File: src/rtl/game_pkg.sv
// Shared types and helpers for the game sequencer: phase enum and width math.
package game_pkg;

  // Game phase; encodings are visible on o_state so they are fixed.
  typedef enum logic [2:0] {
    IDLE  = 3'd0,
    RUN   = 3'd1,
    PAUSE = 3'd2,
    FAIL  = 3'd3,
    WIN   = 3'd4
  } game_state_t;

  localparam int unsigned STATE_W = 3;

  // Number of bits needed to hold values 0..v, never less than one.
  function automatic int unsigned bits_for(input int unsigned v);
    bits_for = 32'd1;
    for (int i = 1; i < 32; i++) begin
      if ((v >> i) != 32'd0) begin
        bits_for = 32'(i + 1);
      end else begin
        bits_for = bits_for;
      end
    end
  endfunction

endpackage

File: src/rtl/game_sequencer_rise_detect.sv
// Rising-edge detector with a one-cycle history register. While reset or
// restart is active the edge output is suppressed and the history simply
// takes the live level, so a button held through restart never fires.
module rise_detect (
  input  logic clk,
  input  logic rst_n,
  input  logic load_i,
  input  logic in_i,
  output logic rise_o
);

  logic hist_q;

  // History tracks the input every cycle, including during reset/restart.
  always_ff @(posedge clk) begin
    hist_q <= in_i;
  end

  assign rise_o = in_i & ~hist_q & rst_n & ~load_i;

endmodule

File: src/rtl/game_sequencer.sv
// Game tick scheduler and phase controller: turns vsync frames into ticks at
// a selectable speed, buffers one tick until snake and apple are ready, and
// tracks game phase and score.
module game_sequencer
  import game_pkg::*;
#(
  parameter int PERIOD_BASE = 16,
  parameter int SPEED_MAX   = 15,
  parameter int SCORE_W     = 8
) (
  input  logic               clk,
  input  logic               rst_n,
  input  logic               i_restart,
  input  logic               i_pause,
  input  logic               i_start,
  input  logic               i_vsync,
  input  logic               i_speed_up,
  input  logic               i_speed_down,
  input  logic               i_apple_ready,
  input  logic               i_snake_ready,
  input  logic               i_snake_failure,
  input  logic               i_snake_success,
  input  logic               i_eat,
  output logic               o_tick,
  output logic [STATE_W-1:0] o_state,
  output logic               o_failure,
  output logic               o_success,
  output logic               o_paused,
  output logic [SCORE_W-1:0] o_score,
  output logic               o_dropped
);

  localparam int unsigned SPEED_W = bits_for(SPEED_MAX);
  localparam int unsigned CNT_W   = bits_for(PERIOD_BASE);

  game_state_t        state_q,   state_d;
  logic [CNT_W-1:0]   cnt_q,     cnt_d;
  logic               pending_q, pending_d;
  logic [SPEED_W-1:0] speed_q,   speed_d;
  logic [SCORE_W-1:0] score_q,   score_d;
  logic               tick_q,    tick_d;
  logic               dropped_q, dropped_d;
  logic               failure_q, success_q, paused_q;

  logic               pause_rise_s, vsync_rise_s, up_rise_s, down_rise_s;
  logic [CNT_W-1:0]   period_s;
  logic               expire_s;
  logic               issue_s;
  logic               in_play_s;

  rise_detect u_rise_pause (.clk(clk), .rst_n(rst_n), .load_i(i_restart), .in_i(i_pause),      .rise_o(pause_rise_s));
  rise_detect u_rise_vsync (.clk(clk), .rst_n(rst_n), .load_i(i_restart), .in_i(i_vsync),      .rise_o(vsync_rise_s));
  rise_detect u_rise_up    (.clk(clk), .rst_n(rst_n), .load_i(i_restart), .in_i(i_speed_up),   .rise_o(up_rise_s));
  rise_detect u_rise_down  (.clk(clk), .rst_n(rst_n), .load_i(i_restart), .in_i(i_speed_down), .rise_o(down_rise_s));

  // Next-state logic for phase, speed, frame counter, pending tick and score.
  always_comb begin
    state_d   = state_q;
    cnt_d     = cnt_q;
    pending_d = pending_q;
    speed_d   = speed_q;
    score_d   = score_q;
    tick_d    = 1'b0;
    dropped_d = 1'b0;
    in_play_s = (state_q == RUN) || (state_q == PAUSE);

    // Phase transitions; failure has priority over success, both over pause.
    case (state_q)
      IDLE: begin
        if (i_start) state_d = RUN;
        else         state_d = IDLE;
      end
      RUN: begin
        if      (i_snake_failure) state_d = FAIL;
        else if (i_snake_success) state_d = WIN;
        else if (pause_rise_s)    state_d = PAUSE;
        else                      state_d = RUN;
      end
      PAUSE: begin
        if      (i_snake_failure) state_d = FAIL;
        else if (i_snake_success) state_d = WIN;
        else if (pause_rise_s)    state_d = RUN;
        else                      state_d = PAUSE;
      end
      FAIL:    state_d = FAIL;
      WIN:     state_d = WIN;
      default: state_d = IDLE;
    endcase

    // Speed steps by one per button edge, saturating; opposing edges cancel.
    if (up_rise_s && !down_rise_s) begin
      if (speed_q < SPEED_W'(SPEED_MAX)) speed_d = speed_q + SPEED_W'(1);
      else                               speed_d = speed_q;
    end else if (down_rise_s && !up_rise_s) begin
      if (speed_q != SPEED_W'(0)) speed_d = speed_q - SPEED_W'(1);
      else                        speed_d = speed_q;
    end else begin
      speed_d = speed_q;
    end

    // Tick period in frames, clamped so it never reaches zero.
    period_s = CNT_W'(PERIOD_BASE) - CNT_W'(speed_q);
    if (period_s == CNT_W'(0)) period_s = CNT_W'(1);
    else                       period_s = period_s;

    // Using >= lets a speed-up mid-period expire on the next frame.
    expire_s = (state_q == RUN) && vsync_rise_s && (cnt_q >= (period_s - CNT_W'(1)));
    if (state_q == RUN && vsync_rise_s) begin
      if (expire_s) cnt_d = CNT_W'(0);
      else          cnt_d = cnt_q + CNT_W'(1);
    end else begin
      cnt_d = cnt_q;
    end

    // A tick goes out only when the world is ready and no game-ending event is in flight.
    issue_s = (state_q == RUN) && pending_q && i_snake_ready && i_apple_ready &&
              !i_snake_failure && !i_snake_success;
    tick_d  = issue_s;

    // One-deep buffer: an expiry with a tick still waiting is reported as dropped.
    if (expire_s) begin
      pending_d = 1'b1;
      dropped_d = pending_q && !issue_s;
    end else if (issue_s) begin
      pending_d = 1'b0;
      dropped_d = 1'b0;
    end else begin
      pending_d = pending_q;
      dropped_d = 1'b0;
    end

    // Score counts apples during a live game and sticks at all-ones.
    if (i_eat && in_play_s && !(&score_q)) score_d = score_q + SCORE_W'(1);
    else                                   score_d = score_q;
  end

  // State and output registers; restart clears the game but keeps the speed.
  always_ff @(posedge clk) begin
    if (!rst_n) begin
      state_q   <= IDLE;
      cnt_q     <= CNT_W'(0);
      pending_q <= 1'b0;
      speed_q   <= SPEED_W'(0);
      score_q   <= SCORE_W'(0);
      tick_q    <= 1'b0;
      dropped_q <= 1'b0;
      failure_q <= 1'b0;
      success_q <= 1'b0;
      paused_q  <= 1'b0;
    end else if (i_restart) begin
      state_q   <= IDLE;
      cnt_q     <= CNT_W'(0);
      pending_q <= 1'b0;
      speed_q   <= speed_q;
      score_q   <= SCORE_W'(0);
      tick_q    <= 1'b0;
      dropped_q <= 1'b0;
      failure_q <= 1'b0;
      success_q <= 1'b0;
      paused_q  <= 1'b0;
    end else begin
      state_q   <= state_d;
      cnt_q     <= cnt_d;
      pending_q <= pending_d;
      speed_q   <= speed_d;
      score_q   <= score_d;
      tick_q    <= tick_d;
      dropped_q <= dropped_d;
      failure_q <= (state_d == FAIL);
      success_q <= (state_d == WIN);
      paused_q  <= (state_d == PAUSE);
    end
  end

  assign o_tick    = tick_q;
  assign o_state   = state_q;
  assign o_failure = failure_q;
  assign o_success = success_q;
  assign o_paused  = paused_q;
  assign o_score   = score_q;
  assign o_dropped = dropped_q;

endmodule

File: config.mk
export PLATFORM = sky130hd
export DESIGN_NAME = game_sequencer
export DESIGN_NICKNAME = d
export VERILOG_FILES = /design/src/rtl/game_pkg.sv /design/src/rtl/game_sequencer_rise_detect.sv /design/src/rtl/game_sequencer.sv
export SDC_FILE = /design/constraint.sdc
export NUM_CORES = 1
export LEC_CHECK = 0
export BUFFER_PORTS_ARGS = -buffer_cell sky130_fd_sc_hd__clkbuf_2
export CORE_ASPECT_RATIO = 1.5
export CORE_UTILIZATION = 50
export DETAILED_ROUTE_END_ITERATION = 8
export GPL_TIMING_DRIVEN = 0
export PLACE_DENSITY = 0.81
export SETUP_SLACK_MARGIN = 0.1
export SYNTH_ARGS = -nofsm -noshare
export SYNTH_HDL_FRONTEND = slang
export SYNTH_HIERARCHICAL = 1
export SYNTH_SLANG_ARGS = --single-unit
export TNS_END_PERCENT = 5
File: constraint.sdc
create_clock -name clk -period 2.4 [get_ports clk]
set_input_delay 0.48 -clock clk [delete_from_list [all_inputs] [get_ports clk]]
set_output_delay 0.48 -clock clk [all_outputs]
set_load 0.02 [all_outputs]
==> tab_implementation.tex, run 1 <==
\begin{tabular}{lr}
\hline
Metric & Value \\
\hline
\multicolumn{2}{l}{\textbf{Power}} \\
\quad Pwr dens & 481.0 nW/um\^{}2 \\
\quad Cell leakage power & 0.8885 nW \\
\quad Highest ir drop seen on vdd & 0.3265 mV \\
\multicolumn{2}{l}{\textbf{Global route}} \\
\quad Remaining global-route overflow & 0 \\
\quad Number of global-route vias before repair & 1,365 \\
\quad Largest net degree at the start of global routing & 12 \\
\quad Combined global-route utilization of all metal layers & 20.98\% \\
\quad Wire length of the first global-routing pass & 5885 um \\
\quad Number of antenna violations at the first check in global routing & 0 \\
\multicolumn{2}{l}{\textbf{Final layout}} \\
\quad Number of antenna diodes & 0 \\
\quad Layout Utilization & 65.40\% \\
\quad Most frequent standard cell in the layout excluding fill and tap cells & sky130\_fd\_sc\_hd\_\_clkbuf\_2 \\
\quad Fill cell count & 285 \\
\quad Post-route cell area & 2107 sq um \\
\quad Final net count & 254 \\
\quad Synth-to-Final Area Change & 22.38\% \\
\quad Layout cells sized above 1 & 28.07\% \\
\quad Most frequent cells in the layout & sky130\_fd\_sc\_hd\_\_clkbuf\_2, sky130\_fd\_sc\_hd\_\_dfxtp\_1, sky130\_fd\_sc\_hd\_\_nor2\_1 \\
\quad Post-route non-filler standard cell count & 268 \\
\multicolumn{2}{l}{\textbf{Worst hold path}} \\
\quad Class of the worst hold path & input port to register \\
\quad Worst Min Path Start & i\_pause \\
\quad Sink of the worst hold path & u\_rise\_pause/hist\_q \\
\quad Hold Path Stages & 1 \\
\multicolumn{2}{l}{\textbf{Floorplanning}} \\
\quad Starting Density & 53.44\% \\
\quad Number of cell rows & 25 \\
\quad Die width & 49.91 um \\
\quad Placeable core region & 3222 sq um \\
\quad Chip height & 73.87 um \\
\quad Die Footprint & 3687 sq um \\
\quad I/O pin total & 29 \\
\multicolumn{2}{l}{\textbf{STA}} \\
\quad Achievable Freq & 421.2 MHz \\
\quad Tightest Pin Transition & 0.4443 ns \\
\quad Unrepaired setup endpoints after global routing & true \\
\quad Total negative slack for setup checks & 0 ns \\
\quad Slew Viols, Final & 0 \\
\quad Clock period minus worst slack & 2.374 ns \\
\quad Final hold vios & 0 \\
\quad Final setup violation count & 0 \\
\quad Ratio of final minimum period to clock period & 98.92\% \\
\quad Post-route clock skew & 0.007082 ns \\
\quad Max-Slew Margin vs Limit & 70.38\% \\
\multicolumn{2}{l}{\textbf{Route}} \\
\quad DRC marker count from the first detailed-route iteration & 32 \\
\quad Number of detailed-route iterations in the first pass & 4 \\
\quad Final routed DRC violation total & 0 \\
\quad Post-DR vias/cell & 5.616 \\
\quad Final WL & 3420 um \\
\quad Final antenna-violating net count & 0 \\
\quad Routed length per placed instance & 12.76 um \\
\quad DR vias & 1,505 \\
\multicolumn{2}{l}{\textbf{Worst setup path}} \\
\quad Data arrival time of the worst path & 2.59 ns \\
\quad Max Fanout on Critical Path & 5 \\
\quad Kind of end point of the critical path & register \\
\quad Crit path largest cell delay & 0.37 ns \\
\quad WP data required & 2.62 ns \\
\quad Crit path max-delay cell type & sky130\_fd\_sc\_hd\_\_dfxtp\_4 \\
\quad Critical Path Source Type & register \\
\quad WP buf/inv & 1 \\
\quad Critical register-to-register path endpoint & cnt\_q[1] \\
\quad Cell chain of the critical path & inv\_4 > ha\_4 > nor2b\_4 > a31oi\_4 > ha\_4 > and4b\_1 > a21oi\_1 > ha\_1 > a21oi\_1 > nor2b\_1 > a211o\_1 > nor2\_1 \\
\quad Flop2flop setup slack & 0.03 ns \\
\quad Crit path max-delay family & compound AO/OA/AOI/OAI gates \\
\quad Setup Crit Path Kind & register to register \\
\quad R2r startpoint & speed\_q[0] \\
\quad Reg2reg path depth & 12 \\
\multicolumn{2}{l}{\textbf{Yosys}} \\
\quad Syn Nets & 215 \\
\quad Post-synthesis cell type with the largest combined area & sky130\_fd\_sc\_hd\_\_dfxtp\_1 \\
\quad Total of flip-flops plus latches after synthesis & 30 \\
\quad Post-synth top area share & 34.88\% \\
\quad Mean post-synth cell area & 9.158 sq um \\
\quad Number of warnings printed during yosys synthesis & 6 \\
\quad Number of instances in the synthesized netlist & 188 \\
\quad Top FF cell, synth & sky130\_fd\_sc\_hd\_\_dfxtp\_1 \\
\quad Async set or reset register ratio after synthesis & 0\% \\
\quad Number of unique standard cell types used by synthesis & 43 \\
\quad Share of synthesized area occupied by flip-flops and latches & 34.88\% \\
\quad Number of flops mapped to enable cells by yosys & 0 \\
\quad Synth area leaders & sky130\_fd\_sc\_hd\_\_dfxtp\_1, sky130\_fd\_sc\_hd\_\_ha\_1, sky130\_fd\_sc\_hd\_\_nor2\_1 \\
\quad Area of the mapped netlist & 1722 sq um \\
\multicolumn{2}{l}{\textbf{Clock network}} \\
\quad Clock tree from TritonCTS & done \\
\quad Worst-case clock buffer depth & 2 \\
\quad Total number of clock tree sinks & 30 \\
\quad Clock H-tree levels & 2 \\
\quad Clock insertion delay at the later pin of the skew report & 0.29 ns \\
\quad Total clock buffers created by CTS & 5 \\
\quad Clock root buffer master & sky130\_fd\_sc\_hd\_\_clkbuf\_8 \\
\quad Hold buffer count at cts & 0 \\
\quad CTS clock-pin slew for the worst setup and hold paths & 0.07 ns \\
\multicolumn{2}{l}{\textbf{Place}} \\
\quad Weighted congestion at the end of routability-driven global placement & 0.7596 \\
\quad Detail Placement HPWL & 2564 um \\
\quad Cell area after placement & 1958 sq um \\
\quad Total of buffers placed on input and output ports & 28 \\
\quad Total instance count after detailed placement & 256 \\
\multicolumn{2}{l}{\textbf{Run}} \\
\quad Number of maximum-capacitance violations & 0 \\
\multicolumn{2}{l}{\textbf{Run status}} \\
\quad Outcome & completed \\
\hline
\end{tabular}
[area by class of cell]
| cell class | instances | area (sq um) | area share, % |
|---|---|---|---|
| well taps | 40 | 50.05 | 2.375 |
| repair buffers | 32 | 170.2 | 8.076 |
| inverters | 9 | 36.28 | 1.722 |
| plain buffers | 5 | 42.54 | 2.019 |
| clock buffers | 6 | 82.58 | 3.919 |
| clock inverters | 2 | 12.51 | 0.5938 |
| multi-input cells | 144 | 1105 | 52.43 |
| flip-flops and latches | 30 | 608.1 | 28.86 |
[worst max-delay path by stage]
stage / end / cells after the start / slack [ns] / from
after CTS: cnt_q[1] / 12 / 0.02 / speed_q[0]
after global routing: cnt_q[4] / 12 / -0.12 / speed_q[0]
final: cnt_q[1] / 12 / 0.03 / speed_q[0]
after global placement: cnt_q[1] / 12 / -0.12 / speed_q[0]
after detailed placement: cnt_q[2] / 12 / -0.20 / speed_q[1]
after floorplan: cnt_q[0] / 12 / 0.05 / speed_q[1]
[sequential cells by signal (all words and copies together) (netlist names)]
| register | cells |
|---|---|
| o_paused | 1 |
| o_dropped | 1 |
| pending_q | 1 |
| o_success | 1 |
| u_rise_vsync/hist_q | 1 |
| u_rise_pause/hist_q | 1 |
| o_state | 3 |
| cnt_q | 5 |
| u_rise_down/hist_q | 1 |
| o_failure | 1 |
| speed_q | 4 |
| u_rise_up/hist_q | 1 |
| o_tick | 1 |
| o_score | 8 |
[synthesized netlist by cell type, drive strengths merged, types with 3 or more instances]
master and number:
and4bb 4, a21oi 10, nand4 5, ha 13
nand2b 5, o21ai 9, nand2 10, nor2 22
and3 4, nor4 4, xor2 7, a31oi 3
nor3 3, dfxtp 30, xnor2 5, inv 9
nor2b 6, buf 3, mux2i 5, nand3 6
[metrics by stage]
step	total power, W	hold slack, ns	setup WS [ns]
floorplan	0.0005682	0.4371	0.05308
global placement	0.0005940	0.4493	-0.1182
detailed placement	0.0005958	0.4648	-0.1987
CTS	0.001024	0.2979	0.01528
global route	0.001054	0.3022	-0.1180
finish	0.001013	0.3037	0.02582
[cell families (layout without fill, tap and decap cells)]
| family | count (synthesis) | after routing | synth area share (%) |
|---|---|---|---|
| simple gates | 77 | 77 | 26.31 |
| compound gates | 36 | 36 | 14.39 |
| flops | 30 | 30 | 34.88 |
| fa+ha+maj | 14 | 14 | 10.61 |
| buf+inv | 14 | 54 | 4.360 |
| xor+xnor | 12 | 12 | 6.541 |
| mux | 5 | 5 | 2.907 |
[per-layer routing]
metal  wire length, um  track usage (%)
met5                 0                0
met4                76            10.48
met3               103            3.727
met2              1834            38.74
met1              1406            22.50
[power breakdown]
part	total [W]	switching (W)	internal [W]
clock	0.000427	0.000197	0.000230
combinational	0.0000811	0.0000446	0.0000365
sequential	0.000505	0.00000315	0.000502
[repair_timing]
item	in CTS	in global routing
setup endpoints to repair	7	8
pin swaps	11	1
resized for setup	5	1
setup buffers	4	0
Note: power is estimated with default switching activity, not from simulation.
==> inputs of run 2 (changes only) <==
--- a/config.mk
+++ b/config.mk
@@ -6,7 +6,6 @@
 export NUM_CORES = 1
 export LEC_CHECK = 0
 export BUFFER_PORTS_ARGS = -buffer_cell sky130_fd_sc_hd__clkbuf_2
-export CORE_ASPECT_RATIO = 1.5
 export CORE_UTILIZATION = 50
 export DETAILED_ROUTE_END_ITERATION = 8
 export GPL_TIMING_DRIVEN = 0
==> run 2 against run 1 <==
Compared with the run above:
- setup slack got worse by 0.017 ns
- clock skew rose by 0.0053 ns
- count of clock-buffer cells in the layout fell by 1
- global-route usage fell by 0.29 points
- critical path type unchanged
- sequential share of layout area fell by 0.051 points
- critical path depth fell by 2
- sequential power barely moved
- total power fell by 13%
- highest routed layer unchanged
- clock power fell by 31%
- design area rose by 0.18%
- via count fell by 1.5%
==> tab_implementation.tex, run 2 (same netlist as run 1, synthesis figures left out) <==
\begin{tabular}{lr}
\hline
Metric & Value \\
\hline
\multicolumn{2}{l}{\textbf{Run status}} \\
\quad Outcome & completed \\
\multicolumn{2}{l}{\textbf{Power}} \\
\quad Cell leakage power & 0.8800 nW \\
\quad Pwr dens & 418.1 nW/um\^{}2 \\
\quad Overall power of the completed layout & 0.0008824 W \\
\quad Highest ir drop seen on vdd & 0.2445 mV \\
\multicolumn{2}{l}{\textbf{Global route}} \\
\quad Wire length of the first global-routing pass & 5582 um \\
\quad Met2 Usage GRT & 30.77\% \\
\quad Largest net degree at the start of global routing & 12 \\
\quad Met1 layer usage reported by global route & 28.63\% \\
\quad Combined global-route utilization of all metal layers & 20.70\% \\
\quad Number of antenna violations at the first check in global routing & 0 \\
\quad Remaining global-route overflow & 0 \\
\quad Met3 layer usage reported by global route & 5.757\% \\
\quad Number of global-route vias before repair & 1,232 \\
\quad Global routing's busiest layer & met2 \\
\multicolumn{2}{l}{\textbf{Place}} \\
\quad Detail Placement HPWL & 2457 um \\
\quad Total instance count after detailed placement & 260 \\
\quad Cell area after placement & 1963 sq um \\
\quad Weighted congestion at the end of routability-driven global placement & 0.8736 \\
\quad Total of buffers placed on input and output ports & 28 \\
\multicolumn{2}{l}{\textbf{Clock network}} \\
\quad Worst-case clock buffer depth & 2 \\
\quad Clock insertion delay at the later pin of the skew report & 0.34 ns \\
\quad Hold buffer count at cts & 0 \\
\quad Clock root buffer master & sky130\_fd\_sc\_hd\_\_clkbuf\_4 \\
\quad Clock tree from TritonCTS & done \\
\quad Total clock buffers created by CTS & 5 \\
\quad Clock H-tree levels & 2 \\
\quad CTS clock-pin slew for the worst setup and hold paths & 0.10 ns \\
\quad Total number of clock tree sinks & 30 \\
\multicolumn{2}{l}{\textbf{Floorplanning}} \\
\quad Chip height & 60.68 um \\
\quad I/O pin total & 29 \\
\quad Number of cell rows & 20 \\
\quad Placeable core region & 3153 sq um \\
\quad Die width & 60.68 um \\
\quad Die Footprint & 3682 sq um \\
\quad Starting Density & 54.60\% \\
\multicolumn{2}{l}{\textbf{Final layout}} \\
\quad Max FFs per register & 8 \\
\quad Post-route non-filler standard cell count & 273 \\
\quad Area of the multi-input gates & 1137 sq um \\
\quad Layout cells sized above 1 & 31.00\% \\
\quad Seq. cell area & 608.1 sq um \\
\quad Most frequent standard cell in the layout excluding fill and tap cells & sky130\_fd\_sc\_hd\_\_clkbuf\_2 \\
\quad Layout Utilization & 66.94\% \\
\quad Most frequent cells in the layout & sky130\_fd\_sc\_hd\_\_clkbuf\_2, sky130\_fd\_sc\_hd\_\_dfxtp\_1, sky130\_fd\_sc\_hd\_\_nor2\_1 \\
\quad Synth-to-Final Area Change & 22.60\% \\
\quad Final net count & 255 \\
\quad Fill cell count & 273 \\
\quad Post-route cell area & 2111 sq um \\
\quad Number of antenna diodes & 0 \\
\multicolumn{2}{l}{\textbf{Route}} \\
\quad Routed length per placed instance & 12.42 um \\
\quad Final routed DRC violation total & 0 \\
\quad DRC marker count from the first detailed-route iteration & 70 \\
\quad Post-DR vias/cell & 5.429 \\
\quad Number of detailed-route iterations in the first pass & 4 \\
\quad DR vias & 1,482 \\
\quad Final antenna-violating net count & 0 \\
\quad Final WL & 3391 um \\
\multicolumn{2}{l}{\textbf{Worst setup path}} \\
\quad Setup Crit Path Kind & register to register \\
\quad Critical Path Source Type & register \\
\quad Crit path max-delay cell type & sky130\_fd\_sc\_hd\_\_dfxtp\_4 \\
\quad Max Fanout on Critical Path & 5 \\
\quad Crit path max-delay family & compound AO/OA/AOI/OAI gates \\
\quad Cell chain of the critical path & inv\_4 > ha\_4 > nand2b\_4 > mux2i\_1 > o21ai\_1 > a221o\_1 > ha\_1 > and3\_4 > a211o\_4 > nor2\_1 \\
\quad Crit path largest cell delay & 0.37 ns \\
\quad Data arrival time of the worst path & 2.66 ns \\
\quad WP buf/inv & 1 \\
\quad Kind of end point of the critical path & register \\
\quad WP data required & 2.67 ns \\
\multicolumn{2}{l}{\textbf{STA}} \\
\quad Total negative slack for setup checks & 0 ns \\
\quad Clock period minus worst slack & 2.392 ns \\
\quad Slew Viols, Final & 0 \\
\quad Max-Slew Margin vs Limit & 69.30\% \\
\quad Final hold vios & 0 \\
\quad Post-route clock skew & 0.01242 ns \\
\quad Unrepaired setup endpoints after global routing & true \\
\quad Final setup violation count & 0 \\
\quad Tightest Pin Transition & 0.4605 ns \\
\quad Achievable Freq & 418.1 MHz \\
\quad Ratio of final minimum period to clock period & 99.65\% \\
\multicolumn{2}{l}{\textbf{Worst hold path}} \\
\quad Class of the worst hold path & input port to register \\
\multicolumn{2}{l}{\textbf{Run}} \\
\quad Number of maximum-capacitance violations & 0 \\
\hline
\end{tabular}
-- run 2: final cells by class --
cell class                 count  share of cell area (%)
timing repair buffer          33                   8.417
inverter                       9                   1.719
buffer                         5                   2.015
clock buffer                   5                   1.778
sequential                    30                   28.81
multi-input combinational    144                   53.88
tap                           44                   2.608
clock inverter                 3                  0.7706
-- run 2: per-stage QoR --
stage                     hold WS, ns  setup WS, ns
after global placement         0.4431       -0.1222
after CTS                      0.2406       0.03799
after floorplan                0.4371       0.05308
final                          0.2496      0.008387
after detailed placement       0.4513       -0.1788
after global routing           0.2410      -0.08252
-- run 2: final timing paths --
| check | to | startpoint | cells after the start | slack, ns |
|---|---|---|---|---|
| max | cnt_q[1] | speed_q[0] | 10 | 0.008 |
| min | u_rise_up/hist_q | i_speed_up | 1 | 0.25 |
| max reg2reg | cnt_q[1] | speed_q[0] | 10 | 0.008 |
| min reg2reg | o_dropped | pending_q | 2 | 0.48 |
-- run 2: where the power goes --
group / internal [W] / switching (W)
Combinational: 0.0000381 / 0.0000464
Clock: 0.000109 / 0.000184
Sequential: 0.000502 / 0.00000321
-- run 2: layer usage --
layer  share of wire (%)  wire length, um  up-vias
li1                    -                -      763
met4                 1.6               53        0
met3                 3.8              129        6
met2                  47             1591       36
met1                  48             1616      677
met5                   0                0        -
-- run 2: repair_timing --
item / in CTS / in global routing
setup endpoints to repair: 7 / 8
gates resized for setup: 5 / 9
hold endpoints to repair: 0 / 0
pin swaps: 6 / 8
buffers inserted: 5 / 0
-- run 2: worst register-to-register path, stage by stage, from the launching register on --
cell and delay [ns]:
sky130_fd_sc_hd__dfxtp_4 0.37, sky130_fd_sc_hd__inv_4 0.05, sky130_fd_sc_hd__ha_4 0.27, sky130_fd_sc_hd__nand2b_4 0.12, sky130_fd_sc_hd__mux2i_1 0.19, sky130_fd_sc_hd__o21ai_1 0.08, sky130_fd_sc_hd__a221o_1 0.32, sky130_fd_sc_hd__ha_1 0.29
sky130_fd_sc_hd__and3_4 0.18, sky130_fd_sc_hd__a211o_4 0.36, sky130_fd_sc_hd__nor2_1 0.10
